### src/rtl/atsc_dc_blocker.sv
// atsc_dc_blocker: removes the DC residue left in the FPLL output by subtracting
// a 2^LOG2_LEN-sample moving average from the centre-delayed input sample.
// AXI-Stream in/out, one output per input, single registered output stage.
module atsc_dc_blocker #(
    parameter int LOG2_LEN = 4,
    parameter int DW       = 32
) (
    input  logic          ap_clk,
    input  logic          ap_rst_n,
    input  logic [DW-1:0] in_TDATA,
    input  logic          in_TVALID,
    output logic          in_TREADY,
    input  logic          in_TLAST,
    output logic [DW-1:0] out_TDATA,
    output logic          out_TVALID,
    input  logic          out_TREADY,
    output logic          out_TLAST
);

    localparam int N    = 1 << LOG2_LEN;
    localparam int HALF = N / 2;
    localparam int AW   = DW + LOG2_LEN;
    localparam int FW   = LOG2_LEN + 1;

    localparam logic [FW-1:0]       FILL_FULL = FW'(N);
    localparam logic [FW-1:0]       FILL_HALF = FW'(HALF);
    localparam logic [LOG2_LEN-1:0] HALF_OFF  = LOG2_LEN'(HALF);
    localparam logic [DW-1:0]       SAT_MAX   = {1'b0, {(DW-1){1'b1}}};
    localparam logic [DW-1:0]       SAT_MIN   = {1'b1, {(DW-1){1'b0}}};

    // Reset synchroniser: assertion reaches the datapath immediately, release
    // is aligned to ap_clk so no flop sees a deasserting edge near the clock.
    logic rst_meta_q;
    logic rst_sync_n_q;

    // Two-stage async-assert / sync-deassert reset chain.
    always_ff @(posedge ap_clk or negedge ap_rst_n) begin
        if (!ap_rst_n) begin
            rst_meta_q   <= 1'b0;
            rst_sync_n_q <= 1'b0;
        end else begin
            // NOTE: clocked state always uses <= so every flop samples pre-edge values.
            rst_meta_q   <= 1'b1;
            rst_sync_n_q <= rst_meta_q;
        end
    end

    // Datapath state.
    logic [DW-1:0]        buf_mem [N];
    logic [LOG2_LEN-1:0]  wr_ptr_q, wr_ptr_d;
    logic signed [AW-1:0] acc_q, acc_d;
    logic [FW-1:0]        fill_q, fill_d;
    logic [DW-1:0]        out_data_q, out_data_d;
    logic                 out_valid_q, out_valid_d;
    logic                 out_last_q, out_last_d;

    // Combinational intermediates.
    logic                 accept;
    logic [DW-1:0]        old_s;
    logic [DW-1:0]        ctr_s;
    logic signed [AW-1:0] acc_sum;
    logic [DW-1:0]        avg_s;
    logic [DW:0]          diff_s;
    logic [DW-1:0]        y_sat;

    // The output register can take a new sample whenever it is empty or draining.
    assign in_TREADY  = !out_valid_q || out_TREADY;
    assign out_TDATA  = out_data_q;
    assign out_TVALID = out_valid_q;
    assign out_TLAST  = out_last_q;

    // Filter arithmetic and next-state selection for the accepted sample.
    always_comb begin
        // NOTE: every signal gets a default first so no path leaves it unassigned (no latch).
        out_data_d  = out_data_q;
        out_valid_d = out_valid_q;
        out_last_d  = out_last_q;
        wr_ptr_d    = wr_ptr_q;
        acc_d       = acc_q;
        fill_d      = fill_q;

        accept = in_TVALID && in_TREADY;

        // Oldest sample leaves the window only once the window is full;
        // the centre tap is valid once half the window has been written.
        old_s = (fill_q == FILL_FULL) ? buf_mem[wr_ptr_q] : '0;
        ctr_s = (fill_q >= FILL_HALF) ? buf_mem[wr_ptr_q - HALF_OFF] : '0;

        acc_sum = acc_q
                + {{LOG2_LEN{in_TDATA[DW-1]}}, in_TDATA}
                - {{LOG2_LEN{old_s[DW-1]}}, old_s};

        // Dropping the low LOG2_LEN bits of a signed value is the floor
        // (arithmetic) divide by N; the mean always fits in DW bits.
        avg_s = acc_sum[AW-1:LOG2_LEN];

        diff_s = {ctr_s[DW-1], ctr_s} - {avg_s[DW-1], avg_s};
        if (diff_s[DW] != diff_s[DW-1]) begin
            y_sat = diff_s[DW] ? SAT_MIN : SAT_MAX;
        end else begin
            y_sat = diff_s[DW-1:0];
        end

        if (accept) begin
            out_data_d  = y_sat;
            out_valid_d = 1'b1;
            out_last_d  = in_TLAST;
            acc_d       = acc_sum;
            wr_ptr_d    = wr_ptr_q + LOG2_LEN'(1);
            if (fill_q != FILL_FULL) begin
                fill_d = fill_q + FW'(1);
            end
        end else if (out_TREADY) begin
            out_valid_d = 1'b0;
        end
    end

    // Control and output registers; history restarts on every reset.
    always_ff @(posedge ap_clk or negedge rst_sync_n_q) begin
        if (!rst_sync_n_q) begin
            wr_ptr_q    <= '0;
            acc_q       <= '0;
            fill_q      <= '0;
            out_data_q  <= '0;
            out_valid_q <= 1'b0;
            out_last_q  <= 1'b0;
        end else begin
            wr_ptr_q    <= wr_ptr_d;
            acc_q       <= acc_d;
            fill_q      <= fill_d;
            out_data_q  <= out_data_d;
            out_valid_q <= out_valid_d;
            out_last_q  <= out_last_d;
        end
    end

    // Circular delay line written on every accepted sample.
    always_ff @(posedge ap_clk) begin
        // NOTE: the RAM has no reset; fill gates every read until a location is written.
        if (accept) begin
            buf_mem[wr_ptr_q] <= in_TDATA;
        end
    end

endmodule

### config.mk
export PLATFORM = sky130hd
export DESIGN_NAME = atsc_dc_blocker
export DESIGN_NICKNAME = d
export VERILOG_FILES = /design/src/rtl/atsc_dc_blocker.sv
export SDC_FILE = /design/constraint.sdc
export NUM_CORES = 1
export LEC_CHECK = 0
export CAP_MARGIN = 20
export CELL_PAD_IN_SITES_DETAIL_PLACEMENT = 1
export CELL_PAD_IN_SITES_GLOBAL_PLACEMENT = 1
export CORE_MARGIN = 4
export CORE_UTILIZATION = 40
export CTS_CLUSTER_DIAMETER = 120
export DETAILED_ROUTE_END_ITERATION = 10
export PLACE_DENSITY = 0.66
export SLEW_MARGIN = 10
export SYNTH_ARGS = -nofsm -noshare
export SYNTH_HDL_FRONTEND = slang
export SYNTH_SLANG_ARGS = --single-unit
### constraint.sdc
create_clock -name ap_clk -period 3.5 [get_ports ap_clk]
set_clock_uncertainty 0.15 [all_clocks]
set_input_delay 0.7 -clock ap_clk [delete_from_list [all_inputs] [get_ports ap_clk]]
set_output_delay 0.7 -clock ap_clk [all_outputs]
set_load 0.1 [all_outputs]
==> results of run 1 <==
sequential cells by signal, indices dropped and copies added, names as in the netlist:
| name | flops |
|---|---|
| rst_sync_n_q | 1 |
| out_TDATA | 32 |
| acc_q | 36 |
| out_TLAST | 1 |
| buf_mem | 512 |
| out_TVALID | 1 |
| wr_ptr_q | 4 |
| rst_meta_q | 1 |
| fill_q | 5 |
layout make-up:
| class | count | area [um2] | share of cell area |
|---|---|---|---|
| timing repair buffer | 483 | 4390 | 0.117 |
| sequential | 593 | 17400 | 0.465 |
| antenna | 1 | 2.50 | 0.0000668 |
| clock inverter | 40 | 538 | 0.0144 |
| tap | 940 | 1180 | 0.0314 |
| inverter | 152 | 571 | 0.0152 |
| multi-input combinational | 1017 | 11800 | 0.315 |
| clock buffer | 73 | 1570 | 0.0419 |
cells in the mapped netlist, drive strengths merged, types with 8 or more instances:
cell type / n / area [um2]
o31ai: 8 / 73.8
nand2: 118 / 459
nand3: 18 / 90.1
dfrtp: 81 / 2030
clkbuf: 57 / 214
a21oi: 69 / 360
o21bai: 10 / 75.1
edfxtp: 512 / 15400
nor2: 72 / 318
xor2: 27 / 236
nand2b: 13 / 81.3
a31oi: 8 / 50.1
mux4: 188 / 4230
ha: 76 / 951
a21o: 39 / 293
or2: 8 / 52.6
nand4: 16 / 106
o21ai: 95 / 551
nor3: 13 / 65.1
nor2b: 65 / 407
inv: 152 / 571
buf: 28 / 171
xnor2: 39 / 349
fa: 36 / 721
through the flow:
| step | area (um2) | std cells |
|---|---|---|
| after global placement | 33400 | 3123 |
| after global routing | 37500 | 3298 |
| final | 37500 | 3299 |
| after CTS | 36800 | 3282 |
| after floorplan | 29100 | 1844 |
| after detailed placement | 33400 | 3123 |
routing by layer:
layer	vias to the layer above	wire length, um
met5	-	9
met4	2	1980
met3	119	5890
met2	597	40200
met1	9427	34800
li1	7960	-
cells by family (layout without fill, tap and decap cells):
kind of cell             count (synthesis)  count (layout)  synth area share
AO/OA/AOI/OAI                          293             293            0.0705
XOR/XNOR                                66              66            0.0204
adder cells (fa/ha/maj)                112             112            0.0583
buffers and inverters                  237             748            0.0333
flip-flops                             593             593             0.606
multiplexers                           194             194             0.150
other                                    1               2          0.000131
AND/OR/NAND/NOR                        348             351            0.0612
repair_timing:
| item | in CTS | in global routing |
|---|---|---|
| pin swaps | 116 | 73 |
| resized for setup | 196 | 113 |
| setup endpoints to repair | 65 | 66 |
| cloned | 5 | 2 |
| setup buffers | 57 | 30 |
worst max-delay path by stage:
stage,start,to,slack (ns),depth (start not counted)
after global routing,wr_ptr_q[0],out_TDATA[0],-3.85,30
after detailed placement,wr_ptr_q[0],out_TDATA[0],-3.90,29
final,wr_ptr_q[0],out_TDATA[0],-3.56,28
after CTS,wr_ptr_q[0],out_TDATA[0],-3.50,30
after floorplan,wr_ptr_q[0],out_TDATA[3],-3.14,31
after global placement,wr_ptr_q[0],out_TDATA[1],-3.66,28
==> impl_metrics.ini, run 1 <==
[worst_setup_path]
setup.worst_path.end_class = flip-flop
r2r_slack_ns = -3.56
critical_path.n_buffers_inverters = 5
timing.critical_path.slowest_stage_cell = sky130_fd_sc_hd__mux4_2
reg2reg_from = wr_ptr_q[0]
cpPeakStageDelay_ns = 0.57
timing.critical_path.fanout_max = 7
critical_path_required_ns = 3.93
path_delay_family = compound AO/OA/AOI/OAI gates
cells_on_worst_reg2reg_path = 28
critPathLaunchType = flip-flop
path_class = reg -> reg
worst_ep_arrival_time_ns = 7.49
rr_endpoint = out_TDATA[0]

[sta]
maxClockFrequency_ghz = 0.142
worst_hold_slack_ns = 0.0785
final-hold-violation-count = 0
finalSetupTns_ns = -157.07
finalCritPeriodShare = 2.02
period_needed_ns = 7.06
max-slew-margin-rel = 0.528
finalSetupViolCount = 66
finalWorstSetupSlack_ns = -3.56
maxSlewViolCount = 0
actual_slew_at_the_worst_max_slew_pin_ns = 0.707
grt_setup_unrepaired = true

[floorplan]
core-area_mm2 = 0.0705
initial_core_util = 0.407
rows = 97
die_h_um = 276
dieArea_mm2 = 0.0761
ios = 72
die_w_um = 276

[layout]
utilization_of_the_core_after_routing = 0.532
layout.filler_cells = 6643
final_cell_mix = 512 x sky130_fd_sc_hd__edfxtp_1, 362 x sky130_fd_sc_hd__buf_4, 188 x sky130_fd_sc_hd__mux4_2
final_nets = 2457
areaGrowthSynthToFinish_pct = 30.6
most_common_library_cell_in_the_layout_ignoring_fill_and_taps = sky130_fd_sc_hd__edfxtp_1
post_route_cells_drive_above_1_share = 0.427

[global_route]
grt_util_met2 = 0.354
global_route_wire_length_before_repair_um = 123000
antenna_found_initial = 7
grtUsageMet1 = 0.301
grtUsageMet3 = 0.0429
first_global_vias = 19500
grtUsageTotal = 0.217
global_route.peak_usage_layer = met2
aggregate_global_routing_overflow = 0
largest_net_degree_at_the_start_of_global_routing = 57

[logic_synthesis]
yosysWarningCount = 0
post_synth.cell_area_avg_um2 = 15.6
synth_sequential_area_ratio = 0.606
syn_inst = 1844
synth_flop_cell = sky130_fd_sc_hd__edfxtp_1
yosys.cell_types.count = 78
edff_count_synth = 512
syn_nets = 1993
ys_ff_latch = 593
syn_area_mm2 = 0.0287
async_reset_ff_frac = 0.137

[cts]
clkTransAtPathRegs_ns = 0.07
ctsHtreeMaxLevel = 2
cts_tree = yes
insertion_delay_ns = 0.66
post_cts_hold_buffer_count = 0
cts-root-to-sink-buffers = 3
cts_num_sinks = 593
clockRootBuffer = sky130_fd_sc_hd__clkbuf_16
tritoncts_buffer_count = 61

[detailed_routing]
routed_wire_length_per_instance_um = 25.1
drcViolationCount = 0
firstDrtPassIters = 5
final_antenna_net_count = 0
dr_total_vias = 18100
dr.first_iter.drc_count = 1504
via_per_inst = 5.49
routed_wirelength_um = 82900

[run_status]
violations = setup timing
outcome = complete, but fails checks

[placement]
dp.final_hpwl_um = 54200
numPortBuffers = 71
setup_ws_pre_cts_ns = -3.90
placer_congestion_estimate = 0.828

[run]
max_cap_violations = 0

[worst_hold_path]
worstHoldPathType = in -> async
Power of run 1 is not shown: default switching activity piles up to over one toggle a cycle in this logic, so the estimate is an artifact.
==> run 2, diff against run 1 <==
- CORE_UTILIZATION: 40 -> 53
- PLACE_DENSITY: 0.66 -> 0.83
==> run 2 against run 1 <==
  * The flow still finishes with violations (setup timing)
  * Sequential share of layout area is essentially flat
  * Fmax shrank 6.3%
  * First-iteration DRC count grew 130%
  * Non-clock buffer count grew 33
  * Wire length grew 46%
  * Sequential cell count is the same
  * Critical path depth shrank 1
  * Die area shrank 24%
  * Hold slack lost 0.039 ns
  * Setup slack lost 0.47 ns
  * Design area is essentially flat
  * Core utilization grew 17 points
  * Critical path type unchanged
  * Largest cell class unchanged
==> impl_metrics.ini, run 2 (synthesized netlist as in run 1, its figures left out) <==
[cts]
clockRootBuffer = sky130_fd_sc_hd__clkbuf_16
insertion_delay_ns = 0.68
cts_num_sinks = 593
tritoncts_buffer_count = 60
post_cts_hold_buffer_count = 0
cts-root-to-sink-buffers = 3
ctsHtreeMaxLevel = 2
clkTransAtPathRegs_ns = 0.07
cts_tree = yes

[sta]
maxClockFrequency_ghz = 0.133
actual_slew_at_the_worst_max_slew_pin_ns = 0.637
worst_hold_slack_ns = 0.0398
finalCritPeriodShare = 2.15
period_needed_ns = 7.53
maxSlewViolCount = 0
finalSetupViolCount = 92
max-slew-margin-rel = 0.574
grt_setup_unrepaired = true
final-hold-violation-count = 0
finalWorstSetupSlack_ns = -4.03

[global_route]
antenna_found_initial = 9
grtUsageTotal = 0.371
largest_net_degree_at_the_start_of_global_routing = 98
global_route_wire_length_before_repair_um = 155000
first_global_vias = 21800
aggregate_global_routing_overflow = 0

[worst_setup_path]
rr_endpoint = out_TDATA[8]
reg2reg_from = wr_ptr_q[0]
path_common_cell = sky130_fd_sc_hd__buf_4
critical_path_startpoint = wr_ptr_q[0]
r2r_slack_ns = -4.03
critPathLaunchType = flip-flop
worst_ep_arrival_time_ns = 7.96
timing.critical_path.slowest_stage_cell = sky130_fd_sc_hd__fa_1
worst-path-stages = 27
path_delay_family = compound AO/OA/AOI/OAI gates
setup.worst_path.end_class = flip-flop
timing.critical_path.fanout_max = 11
cells_on_worst_reg2reg_path = 27
critical_path.n_buffers_inverters = 5
critical_path_required_ns = 3.93
critPathCapture = out_TDATA[8]
cpPeakStageDelay_ns = 0.58
path_class = reg -> reg

[detailed_routing]
firstDrtPassIters = 5
top_layer_used = met5
drcViolationCount = 0
via_per_inst = 7.07
dr_total_vias = 21900
routed_wire_length_per_instance_um = 39.2
routed_metal_1_wire_length_um = 39900
routed-wl-met2_um = 56100
route.met3.wl_um = 16200
final_antenna_net_count = 0
dr.first_iter.drc_count = 3392
routed_wirelength_um = 121000

[run_status]
violations = setup timing
outcome = complete, but fails checks

[floorplan]
ios = 72
initial_core_util = 0.534
rows = 85
die_w_um = 241
dieArea_mm2 = 0.0579
core-area_mm2 = 0.0537
die_h_um = 241

[layout]
largest_register_ff_count = 512
layout.filler_cells = 4650
final_cell_mix = 512 x sky130_fd_sc_hd__edfxtp_1, 408 x sky130_fd_sc_hd__buf_4, 188 x sky130_fd_sc_hd__mux4_2
most_common_library_cell_in_the_layout_ignoring_fill_and_taps = sky130_fd_sc_hd__edfxtp_1
largest_register = buf_mem
post_route_cells_drive_above_1_share = 0.437
final_nets = 2489
design_area_mm2 = 0.0375
areaGrowthSynthToFinish_pct = 30.6

[placement]
dp.final_hpwl_um = 57100
placed_area_mm2 = 0.0332
placer_congestion_estimate = 0.873
numPortBuffers = 71

[worst_hold_path]
worstHoldPathType = in -> async

[run]
max_cap_violations = 0
run 2: changes by cell type in the layout (fill, tap and decap cells not counted), sizes merged:
cell | previous run | this run
buf | 445 | 475
clkinvlp | 1 | 2
bufbuf | 0 | 1
bufinv | 11 | 7
clkbuf | 75 | 72
diode | 1 | 7
clkinv | 26 | 32
run 2: final cells by class:
| cell class | instances | area [um2] | share of cell area |
|---|---|---|---|
| Clock buffer | 68 | 1550 | 0.0414 |
| Clock inverter | 43 | 427 | 0.0114 |
| Timing Repair Buffer | 516 | 4700 | 0.125 |
| Sequential cell | 593 | 17400 | 0.465 |
| Multi-Input combinational cell | 1017 | 11900 | 0.318 |
| Antenna cell | 7 | 17.5 | 0.000467 |
| Inverter | 152 | 571 | 0.0152 |
| Tap cell | 696 | 871 | 0.0232 |
run 2: repair_timing:
action,CTS,global route
setup endpoints to repair,66,66
resized for setup,124,176
pin swaps,35,100
setup buffers,41,45
gates cloned,5,4
run 2: worst min-delay path by stage:
| stage | from | endpoint | slack, ns | depth (start not counted) |
|---|---|---|---|---|
| 6_report | ap_rst_n | rst_sync_n_q | 0.04 | 1 |
| 5_1_grt | ap_rst_n | rst_sync_n_q | 0.04 | 1 |
| 4_1_cts | ap_rst_n | rst_sync_n_q | 0.04 | 1 |
| 2_1_floorplan | rst_meta_q | rst_sync_n_q | 0.18 | 0 |
| 3_3_place_gp | rst_meta_q | rst_sync_n_q | 0.20 | 0 |
| 3_5_place_dp | rst_meta_q | rst_sync_n_q | 0.19 | 0 |
run 2: metal layers:
| metal | global-route usage | vias to the layer above |
|---|---|---|
| li1 | - | 8036 |
| met1 | 0.472 | 10900 |
| met2 | 0.608 | 2219 |
| met3 | 0.0987 | 658 |
| met4 | 0.164 | 6 |
| met5 | 0 | - |
run 2: metrics by stage:
stage / setup TNS (ns) / std cells / utilization / worst slack (ns)
after floorplan: -207.35 / 1844 / - / -3.14
after detailed placement: -165.81 / 2883 / 0.617 / -3.81
after global routing: -186.16 / 3087 / 0.698 / -4.11
final: -182.95 / 3092 / 0.698 / -4.03
after global placement: -156.40 / 2883 / 0.617 / -3.64
after CTS: -157.26 / 3040 / 0.674 / -3.56
Power of run 2 is left out for the same reason.
